`src/rtl/jk_pkg.sv`:
```
// Shared opcode and state encodings for the JK bank controller.
package jk_pkg;

  localparam logic [2:0] OP_NOP   = 3'd0;
  localparam logic [2:0] OP_SET   = 3'd1;
  localparam logic [2:0] OP_CLR   = 3'd2;
  localparam logic [2:0] OP_TOG   = 3'd3;
  localparam logic [2:0] OP_LOAD  = 3'd4;
  localparam logic [2:0] OP_COUNT = 3'd5;

  typedef enum logic [1:0] {
    S_IDLE  = 2'd0,
    S_APPLY = 2'd1,
    S_COUNT = 2'd2,
    S_DONE  = 2'd3
  } state_e;

  function automatic logic op_is_legal(input logic [2:0] op);
    return op <= OP_COUNT;
  endfunction

endpackage

```
`src/rtl/jk_cell.sv`:
```
// Single JK flip-flop: hold / clear / set / toggle, synchronous active-high reset.
module jk_cell (
  input  logic clk,
  input  logic rst,
  input  logic J,
  input  logic K,
  output logic Q
);

  always_ff @(posedge clk) begin
    if (rst) begin
      Q <= 1'b0;
    end else begin
      case ({J, K})
        2'b01:   Q <= 1'b0;
        2'b10:   Q <= 1'b1;
        2'b11:   Q <= ~Q;
        default: Q <= Q;
      endcase
    end
  end

endmodule

```
`src/rtl/jk_bank_ctrl.sv`:
```
// Command sequencer translating set/clear/toggle/load/count commands into
// per-bit J/K drive for an internal bank of WIDTH JK flip-flops.
module jk_bank_ctrl
  import jk_pkg::*;
#(
  parameter int WIDTH = 8,
  parameter int CNT_W = 8
) (
  input  logic             clk,
  input  logic             rst,
  input  logic             cmd_valid,
  output logic             cmd_ready,
  input  logic [2:0]       cmd_op,
  input  logic [WIDTH-1:0] cmd_data,
  input  logic [CNT_W-1:0] cmd_len,
  input  logic             abort,
  output logic [WIDTH-1:0] q,
  output logic             busy,
  output logic             done,
  output logic             err,
  output logic             ovf
);

  state_e           state;
  logic [2:0]       op_r;
  logic [WIDTH-1:0] data_r;
  logic [CNT_W-1:0] step_cnt;
  logic             err_flag;
  logic             ovf_flag;

  logic [WIDTH-1:0] j_drv;
  logic [WIDTH-1:0] k_drv;
  logic [WIDTH-1:0] carry;
  logic             accept;
  logic             wrap;
  logic             last_step;

  assign accept    = cmd_valid && cmd_ready;
  assign wrap      = &q;
  assign last_step = (step_cnt == CNT_W'(1));
  assign busy      = (state != S_IDLE);

  // Counter toggle enables: bit i toggles when all lower bits are one.
  always_comb begin
    logic [WIDTH-1:0] low;
    low   = '0;
    carry = '0;
    for (int i = 0; i < WIDTH; i++) begin
      carry[i] = &(q | ~low);
      low[i]   = 1'b1;
    end
  end

  always_comb begin
    j_drv = '0;
    k_drv = '0;
    case (state)
      S_APPLY: begin
        case (op_r)
          OP_SET: begin
            j_drv = data_r;
          end
          OP_CLR: begin
            k_drv = data_r;
          end
          OP_TOG: begin
            j_drv = data_r;
            k_drv = data_r;
          end
          OP_LOAD: begin
            j_drv = data_r;
            k_drv = ~data_r;
          end
          default: begin
            j_drv = '0;
            k_drv = '0;
          end
        endcase
      end
      S_COUNT: begin
        if (!abort) begin
          j_drv = carry;
          k_drv = carry;
        end
      end
      default: begin
        j_drv = '0;
        k_drv = '0;
      end
    endcase
  end

  always_ff @(posedge clk) begin
    if (rst) begin
      state     <= S_IDLE;
      cmd_ready <= 1'b0;
      done      <= 1'b0;
      err       <= 1'b0;
      ovf       <= 1'b0;
      op_r      <= OP_NOP;
      step_cnt  <= '0;
      err_flag  <= 1'b0;
      ovf_flag  <= 1'b0;
    end else begin
      done <= 1'b0;
      err  <= 1'b0;
      ovf  <= 1'b0;
      case (state)
        S_IDLE: begin
          cmd_ready <= 1'b1;
          if (accept) begin
            op_r      <= cmd_op;
            data_r    <= cmd_data;
            step_cnt  <= cmd_len;
            err_flag  <= !op_is_legal(cmd_op);
            ovf_flag  <= 1'b0;
            cmd_ready <= 1'b0;
            if (cmd_op == OP_COUNT && cmd_len != '0) begin
              state <= S_COUNT;
            end else begin
              state <= S_APPLY;
            end
          end
        end
        S_APPLY: begin
          state <= S_DONE;
          done  <= 1'b1;
          err   <= err_flag;
          ovf   <= ovf_flag;
        end
        S_COUNT: begin
          if (abort) begin
            state <= S_DONE;
            done  <= 1'b1;
            ovf   <= ovf_flag;
          end else begin
            step_cnt <= step_cnt - CNT_W'(1);
            if (wrap) begin
              ovf_flag <= 1'b1;
            end
            // The wrap on the final step must still reach the ovf pulse.
            if (last_step) begin
              state <= S_DONE;
              done  <= 1'b1;
              ovf   <= ovf_flag | wrap;
            end
          end
        end
        S_DONE: begin
          state     <= S_IDLE;
          cmd_ready <= 1'b1;
          err_flag  <= 1'b0;
          ovf_flag  <= 1'b0;
        end
        default: begin
          state <= S_IDLE;
        end
      endcase
    end
  end

  for (genvar i = 0; i < WIDTH; i++) begin : g_cell
    jk_cell u_cell (
      .clk (clk),
      .rst (rst),
      .J   (j_drv[i]),
      .K   (k_drv[i]),
      .Q   (q[i])
    );
  end

endmodule
```
`config.mk`:
```
export PLATFORM = sky130hd
export DESIGN_NAME = jk_bank_ctrl
export DESIGN_NICKNAME = d
export VERILOG_FILES = /design/src/rtl/jk_pkg.sv /design/src/rtl/jk_cell.sv /design/src/rtl/jk_bank_ctrl.sv
export SDC_FILE = /design/constraint.sdc
export NUM_CORES = 1
export LEC_CHECK = 0
export BUFFER_PORTS_ARGS = -buffer_cell sky130_fd_sc_hd__buf_2
export CAP_MARGIN = 20
export CORE_ASPECT_RATIO = 1.75
export CORE_MARGIN = 2
export CORE_UTILIZATION = 45
export CTS_BUF_LIST = sky130_fd_sc_hd__clkbuf_4
export DETAILED_ROUTE_END_ITERATION = 16
export MAX_ROUTING_LAYER = met4
export PLACE_DENSITY_LB_ADDON = 0.08
export SYNTH_ARGS = -nofsm -noshare
export SYNTH_HDL_FRONTEND = slang
export SYNTH_SLANG_ARGS = --single-unit
export TNS_END_PERCENT = 1
```
`constraint.sdc`:
```
create_clock -name clk -period 4.8 [get_ports clk]
set_clock_uncertainty 0.1 [all_clocks]
set_input_delay 0.48 -clock clk [delete_from_list [all_inputs] [get_ports clk]]
set_output_delay 0.48 -clock clk [all_outputs]
set_load 0.02 [all_outputs]
```
==> results.py, run 1 <==
metrics = {
    "run_status": {
        "status": "completed",
    },
    "global_routing": {
        "busiest_layer": "met2",
        "antenna_found_initial": 0,
        "grt_max_degree": 24,
        "grtUsageMet2": 0.378,
        "grt_util_met1": 0.231,
        "grt_pass1_wl_um": 7870,
        "grt_pass1_vias": 1675,
        "grt_use_met3": 0.0387,
        "gr-total-overflow": 0,
        "grt_usage": 0.218,
    },
    "clock_network": {
        "clock_path_buffers": 2,
        "clock-sinks": 35,
        "htreeDepth": 2,
        "clock_latency_ns": 0.34,
        "cts_setup_buffers": 0,
        "cts_root_buf": "clkbuf_4",
        "cts_hold_buf": 0,
        "cts_tree": "yes",
        "cts_buffers": 5,
        "cts.clk_slew.worst_paths_ns": 0.11,
        "post_cts_resize_count": 0,
    },
    "route": {
        "antenna_left": 0,
        "wl_per_cell_um": 16.7,
        "initialDrtViolationCount": 63,
        "routed_wl_um": 4990,
        "drt-pass1-iter-count": 4,
        "vias": 1786,
        "vias_per_cell": 5.97,
        "drcViolationCount": 0,
    },
    "sta": {
        "final.setup.tns_ns": 0,
        "tightestPinTransition_ns": 0.802,
        "max_slew_margin": 0.463,
        "fin_crit_ns": 2.62,
        "rsz0062_at_grt": "no",
        "fin_crit_sh": 0.545,
        "max_freq_mhz": 382,
        "setup_viol": 0,
        "final_hold_viol_count": 0,
        "slew_violations": 0,
        "timing.hold.ws_ns": 0.204,
    },
    "power_and_ir_drop": {
        "seqPwrFrac": 0.401,
        "ir_drop_mv": 0.292,
        "p_sw_frac": 0.433,
        "pwr-share-comb": 0.444,
        "power_density_mw_per_mm2": 458,
        "p_leak_nw": 0.899,
        "p_int_w": 0.000572,
        "switching_power_w": 0.000437,
        "pwr-share-clk": 0.155,
    },
    "critical_path": {
        "cp_slowest_cell": "ha_1",
        "worst-path-buf-inv": 1,
        "cp.arrival_ns": 2.75,
        "path_cells": "inv_1, ha_1, nand2b_1, a21oi_1, nor2_1, a2111oi_0",
        "worstPathMaxFanout": 23,
        "cp_slowest_stage_delay_ns": 0.65,
        "cp.required_ns": 4.93,
        "crit_type": "register to register",
        "path_delay_family": "compound AO/OA/AOI/OAI gates",
        "cp-start-kind": "register",
        "crit_path_end_kind": "register",
    },
    "synth": {
        "synth_edf_count": 8,
        "yosys_warnings": 0,
        "synthMuxAreaShare": 0.0545,
        "yosysUniqueCellTypes": 50,
        "yosys.area_share.simple": 0.238,
        "synth_flop_cell": "dfxtp_1",
        "synth_xor_area_frac": 0,
        "ys_seq_area_frac": 0.386,
        "syn_nets": 255,
        "ys_ff_latch": 35,
        "netlist_area_mm2": 0.00202,
        "syn_area_per_cell_um2": 8.99,
        "synth_compound_area_frac": 0.207,
        "synth-async-reset-ratio": 0,
        "synth_fa_ha_area_frac": 0.0433,
        "synth_top_family_by_area": "simple AND/OR/NAND/NOR gates",
        "synth_cells": 225,
    },
    "placement": {
        "place.gp.congestion": 0.805,
        "port_buffers": 35,
        "post-dp-hpwl_um": 3720,
    },
    "final_layout": {
        "syn_to_final_growth_pct": 9.10,
        "nets": 277,
        "antenna_cells": 0,
        "layout.core_utilization": 0.505,
        "layout-drive-gt1-share": 0.194,
    },
    "floorplan": {
        "core_mm2": 0.00436,
        "io_pins": 36,
        "start_util": 0.463,
        "dieHeight_um": 92.7,
        "die_x_um": 54.7,
        "dieArea_mm2": 0.00507,
        "row_count": 32,
    },
    "flow_run": {
        "drv_cap": 0,
    },
    "min_path": {
        "hp-class": "primary input to register",
    },
}
power by group through the flow:
stage / logic [W] / clock network, W / registers (W)
after global routing: 0.000503 / 0.000172 / 0.000412
after floorplan: 0.000343 / 0 / 0.000405
final: 0.000449 / 0.000156 / 0.000405
after global placement: 0.000448 / 0 / 0.000412
after detailed placement: 0.000449 / 0 / 0.000412
after CTS: 0.000451 / 0.000161 / 0.000405
registers in the layout (all words and copies together), names as in the netlist:
signal	count
done	1
g_cell.u_cell.Q	8
state	2
ovf	1
op_r	3
data_r	8
ovf_flag	1
step_cnt	8
err	1
cmd_ready	1
err_flag	1
layout by cell type, fill, tap and decap left out, drive strengths merged, types with 5 or more instances in the layout:
cell and count:
a21oi 12, clkbuf 5, nor2b 7, ha 7
nor3 5, o21ai 7, a31oi 6, nand3 7
nand4 6, and3 6, buf 35, inv 10
nor2 19, nand2 10, edfxtp 8, mux2i 11
dfxtp 27
per-layer routing:
layer  vias to the layer above  wire, um
met1                       842      1980
li1                        889         -
met3                         9       150
met4                         0        90
met2                        46      2770
met5                         -         0
stage by stage:
stage	setup WS, ns	instances	cell area (um2)	total power, W
after detailed placement	2.18	291	2150	0.000861
final	2.18	299	2210	0.00101
after global placement	2.27	291	2150	0.000860
after CTS	2.16	299	2210	0.00102
after floorplan	3.01	225	2020	0.000748
after global routing	1.82	299	2210	0.00109
final timing paths:
kind,start,end,slack [ns],depth (start not counted)
hold / removal,cmd_data[7],data_r[7],0.20,1
setup / recovery,state[0],step_cnt[3],2.18,6
hold reg to reg,ovf_flag,ovf_flag,0.38,2
setup reg to reg,state[0],step_cnt[3],2.18,6
synthesized netlist by cell type (all sizes together), types with 3 or more instances:
library cell   n  area, um2
nor3           5       25.0
a2111oi        4       35.0
clkbuf         9       33.8
and3           6       37.5
nand3          7       35.0
nand2         10       37.5
nor2b          7       43.8
o31ai          3       22.5
o2111ai        4       35.0
edfxtp         8        240
nor4           4       40.0
dfxtp         27        541
o21ai          7       35.0
nand2b         4       25.0
nand3b         3       22.5
mux2i         11        110
ha             7       87.6
inv           10       37.5
nand4          6       37.5
a211oi         4       30.0
buf           11       73.8
nor2          19       71.3
a31oi          6       37.5
a21oi         12       60.1
logic make-up (layout without fill, tap and decap cells):
family                     count (synthesis)  count (layout)
and+or+nand+nor                           83              83
AOI/OAI and AO/OA                         59              59
DFF                                       35              35
buffers and inverters                     30              53
muxes                                     11              11
adders and majority gates                  7               7
area by class of cell:
| cell class | instances | area [um2] |
|---|---|---|
| timing repair buffer | 35 | 175 |
| clock inverter | 3 | 15.0 |
| clock buffer | 5 | 37.5 |
| inverter | 10 | 37.5 |
| tap | 51 | 63.8 |
| multi-input combinational | 160 | 1100 |
| sequential | 35 | 781 |
| fill | 432 | 2160 |
(Power assumes the default switching activity.)
==> inputs of run 2 (changes only) <==
clock period = 2.4 ns   (was 4.8 ns; I/O delays follow)
==> results.py, run 2 (synthesis results as in run 1) <==
metrics = {
    "final_layout": {
        "syn_to_final_growth_pct": 16.2,
        "nets": 293,
        "fin_area_mm2": 0.00235,
        "final_common_cell": "buf_2",
        "reg.largest.list": "data_r (8), g_cell.u_cell.Q (8), step_cnt (8)",
        "layout-drive-gt1-share": 0.205,
        "layout_common_cells": "buf_2 (35), dfxtp_1 (27), nor2_1 (19)",
        "n_fill_cell": 425,
        "register_area_um2": 781,
        "multi_input_area_mm2": 0.00110,
    },
    "critical_path": {
        "worstPathMaxFanout": 10,
        "cp_slowest_stage_delay_ns": 0.47,
        "cp.arrival_ns": 2.31,
        "cp-start-kind": "register",
        "crit_type": "register to register",
        "cp.required_ns": 2.58,
        "crit_path_end_kind": "register",
        "cp_slowest_cell": "and4b_1",
        "path_cells": "inv_1, ha_1, and4b_1, nand4_1, a2111oi_0, nand3b_1",
    },
    "sta": {
        "tightestPinTransition_ns": 0.661,
        "fin_crit_ns": 2.13,
        "rsz0062_at_grt": "no",
        "setup_viol": 0,
        "slew_violations": 0,
        "max_slew_margin": 0.558,
        "final_hold_viol_count": 0,
        "max_freq_mhz": 471,
        "final.setup.tns_ns": 0,
        "fin_crit_sh": 0.886,
        "worst_slack_ns": 0.275,
    },
    "global_routing": {
        "grt_pass1_vias": 1832,
        "grt_usage": 0.241,
        "grt_max_degree": 23,
        "grt_pass1_wl_um": 8650,
        "antenna_found_initial": 0,
        "gr-total-overflow": 0,
    },
    "clock_network": {
        "cts_buffers": 5,
        "cts_setup_buffers": 0,
        "clock_latency_ns": 0.34,
        "cts_root_buf": "clkbuf_4",
        "clock-sinks": 35,
        "cts_tree": "yes",
        "htreeDepth": 2,
        "cts.clk_slew.worst_paths_ns": 0.10,
        "clock_path_buffers": 2,
    },
    "floorplan": {
        "dieArea_mm2": 0.00507,
        "io_pins": 36,
        "dieHeight_um": 92.7,
        "core_mm2": 0.00436,
        "row_count": 32,
        "start_util": 0.463,
        "die_x_um": 54.7,
    },
    "run_status": {
        "status": "completed",
    },
    "power_and_ir_drop": {
        "switching_power_w": 0.000897,
        "power_density_mw_per_mm2": 900,
        "p_leak_nw": 0.970,
        "ir_drop_mv": 0.652,
        "pwr-share-clk": 0.149,
        "pwr-share-comb": 0.468,
        "seqPwrFrac": 0.383,
        "p_sw_frac": 0.424,
        "power.total_w": 0.00211,
        "p_int_w": 0.00122,
    },
    "route": {
        "drcViolationCount": 0,
        "vias_per_cell": 5.89,
        "routed_wl_um": 5380,
        "drt-pass1-iter-count": 4,
        "vias": 1860,
        "initialDrtViolationCount": 68,
        "antenna_left": 0,
        "wl_per_cell_um": 17.0,
    },
    "placement": {
        "port_buffers": 35,
        "dp_slack_ns": 0.364,
        "placed_cell_area_mm2": 0.00221,
        "post-dp-hpwl_um": 3970,
        "place.gp.congestion": 0.847,
    },
    "flow_run": {
        "drv_cap": 0,
    },
    "min_path": {
        "hp-class": "primary input to register",
    },
}
-- run 2: power by group through the flow --
stage	logic, W	clock network [W]	registers (W)
floorplan	0.000686	0	0.000809
global placement	0.000968	0	0.000822
detailed placement	0.000974	0	0.000823
CTS	0.000990	0.000330	0.000809
global route	0.00111	0.000351	0.000828
finish	0.000990	0.000314	0.000811
-- run 2: worst max-delay path: cells and delay by family (launching register included) --
family                   cells  cell delay [ns]
AND/OR/NAND/NOR              3             0.83
AO/OA/AOI/OAI                1             0.39
adder cells (fa/ha/maj)      1             0.29
buffers and inverters        1             0.13
flip-flops                   1             0.34
-- run 2: layout make-up --
cell class / instances / area share
antenna: 1 / 0.00107
clock buffer: 6 / 0.0192
timing repair buffer: 51 / 0.134
inverter: 10 / 0.0160
clock inverter: 2 / 0.00320
tap: 51 / 0.0272
multi-input combinational: 160 / 0.467
sequential: 35 / 0.332
-- run 2: path summary, 6_finish.rpt --
kind	slack (ns)	start	endpoint	cells after the start
max	0.27	state[0]	g_cell[5].u_cell.Q	6
min	0.07	cmd_op[1]	op_r[1]	3
max reg2reg	0.27	state[0]	g_cell[5].u_cell.Q	6
min reg2reg	0.38	ovf_flag	ovf_flag	2
-- run 2: what timing repair did --
item | CTS | global route
hold buffers | 8 | 0
hold endpoints to repair | 8 | 0
gates resized for setup | 0 | 0
-- run 2: routing by layer --
layer,GRT usage,vias up,wire length (um)
met5,-,-,0
met4,0.119,0,173
met3,0.0403,14,170
met2,0.424,46,2970
met1,0.241,869,2070
li1,-,931,-
-- run 2: stage by stage --
stage / utilization / instances / hold WS [ns]
6_report: 0.538 / 316 / 0.0673
5_1_grt: 0.538 / 315 / 0.0617
4_1_cts: 0.538 / 315 / 0.0525
3_5_place_dp: 0.507 / 299 / 0.318
3_3_place_gp: 0.507 / 299 / 0.317
2_1_floorplan: - / 225 / 0.239
==> inputs of run 3 (changes only) <==
CELL_PAD_IN_SITES_DETAIL_PLACEMENT = 1   (was default)
CELL_PAD_IN_SITES_GLOBAL_PLACEMENT = 1   (was default)
CORE_UTILIZATION = 39   (was 45)
==> results.py, run 3 (synthesis results as in run 1) <==
metrics = {
    "global_routing": {
        "gr-total-overflow": 0,
        "grt_usage": 0.227,
        "grt_pass1_wl_um": 9870,
        "grt_max_degree": 22,
        "antenna_found_initial": 0,
        "grt_pass1_vias": 2009,
    },
    "clock_network": {
        "cts_tree": "yes",
        "htreeDepth": 2,
        "clock_latency_ns": 0.34,
        "cts_root_buf": "clkbuf_4",
        "cts.clk_slew.worst_paths_ns": 0.11,
        "cts_hold_buf": 8,
        "cts_buffers": 5,
        "post_cts_resize_count": 0,
        "cts_setup_buffers": 0,
        "clock_path_buffers": 2,
        "clock-sinks": 35,
    },
    "critical_path": {
        "cp-start-kind": "register",
        "cp.required_ns": 2.59,
        "crit_type": "register to register",
        "r2r_start": "state[0]",
        "worstPathMaxFanout": 10,
        "cp-startpoint": "state[0]",
        "cp.arrival_ns": 2.32,
        "crit_path_end_kind": "register",
    },
    "route": {
        "drcViolationCount": 0,
        "routed_wl_um": 5970,
        "highest_layer": "met4",
        "wl_per_cell_um": 18.7,
        "vias": 1881,
        "antenna_left": 0,
        "initialDrtViolationCount": 48,
        "dr_wl_met3_um": 149,
        "drt-pass1-iter-count": 4,
        "vias_per_cell": 5.90,
        "m1WireLength_um": 2270,
        "wl_met2_um": 3370,
    },
    "final_layout": {
        "fin_area_mm2": 0.00236,
        "layout.core_utilization": 0.474,
        "n_fill_cell": 605,
        "final_common_cell": "buf_2",
        "nets": 294,
        "layout-drive-gt1-share": 0.208,
        "syn_to_final_growth_pct": 16.6,
        "reg.largest.list": "data_r (8), g_cell.u_cell.Q (8), step_cnt (8)",
        "antenna_cells": 0,
        "layout_common_cells": "buf_2 (35), dfxtp_1 (27), nor2_1 (19)",
    },
    "sta": {
        "timing.hold.ws_ns": 0.0585,
        "slew_violations": 0,
        "rsz0062_at_grt": "no",
        "final.setup.tns_ns": 0,
        "fin_crit_sh": 0.888,
        "max_slew_margin": 0.531,
        "final_hold_viol_count": 0,
        "tightestPinTransition_ns": 0.702,
        "max_freq_mhz": 469,
        "fin_crit_ns": 2.13,
        "setup_viol": 0,
    },
    "placement": {
        "post-dp-hpwl_um": 4540,
        "port_buffers": 35,
        "place.gp.congestion": 0.830,
        "placed_cell_area_mm2": 0.00222,
    },
    "power_and_ir_drop": {
        "p_leak_nw": 0.975,
        "power.total_w": 0.00214,
        "ir_drop_mv": 0.557,
        "power_density_mw_per_mm2": 907,
    },
    "floorplan": {
        "dieArea_mm2": 0.00580,
        "start_util": 0.406,
        "row_count": 34,
        "io_pins": 36,
        "core_mm2": 0.00498,
        "dieHeight_um": 99.3,
        "die_x_um": 58.4,
    },
    "min_path": {
        "hp-class": "primary input to register",
        "hp-start": "cmd_op[0]",
    },
    "flow_run": {
        "drv_cap": 0,
    },
    "run_status": {
        "status": "completed",
    },
}
==> run 3: changes by cell type in the layout (fill, tap and decap cells not counted), sizes merged <==
cell	previous run	this run
buf	43	44
diode	1	0
==> run 3: path summary, 6_finish.rpt <==
check | endpoint | slack [ns] | cells past startpoint
max | g_cell[5].u_cell.Q | 0.27 | 6
min | op_r[0] | 0.06 | 3
max reg2reg | g_cell[5].u_cell.Q | 0.27 | 6
min reg2reg | err | 0.38 | 1
==> run 3: layer usage <==
metal / vias up / track usage
li1: 925 / -
met1: 908 / 0.229
met2: 36 / 0.424
met3: 12 / 0.0273
met4: 0 / 0.0894
met5: - / -
==> run 3: final cells by class <==
| type | count | area, um2 | area share |
|---|---|---|---|
| Tap cell | 54 | 67.6 | 0.0287 |
| Sequential cell | 35 | 781 | 0.331 |
| Multi-Input combinational cell | 160 | 1100 | 0.465 |
| Timing Repair Buffer | 52 | 323 | 0.137 |
| Clock inverter | 2 | 7.51 | 0.00318 |
| Clock buffer | 6 | 45.0 | 0.0191 |
| Inverter | 10 | 37.5 | 0.0159 |
==> run 3: critical path: stages, from the launching register on <==
cell	delay [ns]
dfxtp_1	0.35
inv_1	0.13
ha_1	0.35
and4b_1	0.49
nand4_1	0.17
a2111oi_0	0.35
nand3b_1	0.15
==> run 3: power breakdown <==
group	switching, W	leakage (nW)	internal (W)
registers	0.000112	0.292	0.000699
clock network	0.000204	0.0307	0.000120
logic	0.000607	0.651	0.000396
total	0.000923	0.975	0.00122
==> run 3: through the flow <==
stage	worst slack (ns)	cells
final	0.270	319
after global routing	0.0314	319
after CTS	0.257	319
after detailed placement	0.284	303
after global placement	0.334	303
after floorplan	0.608	225
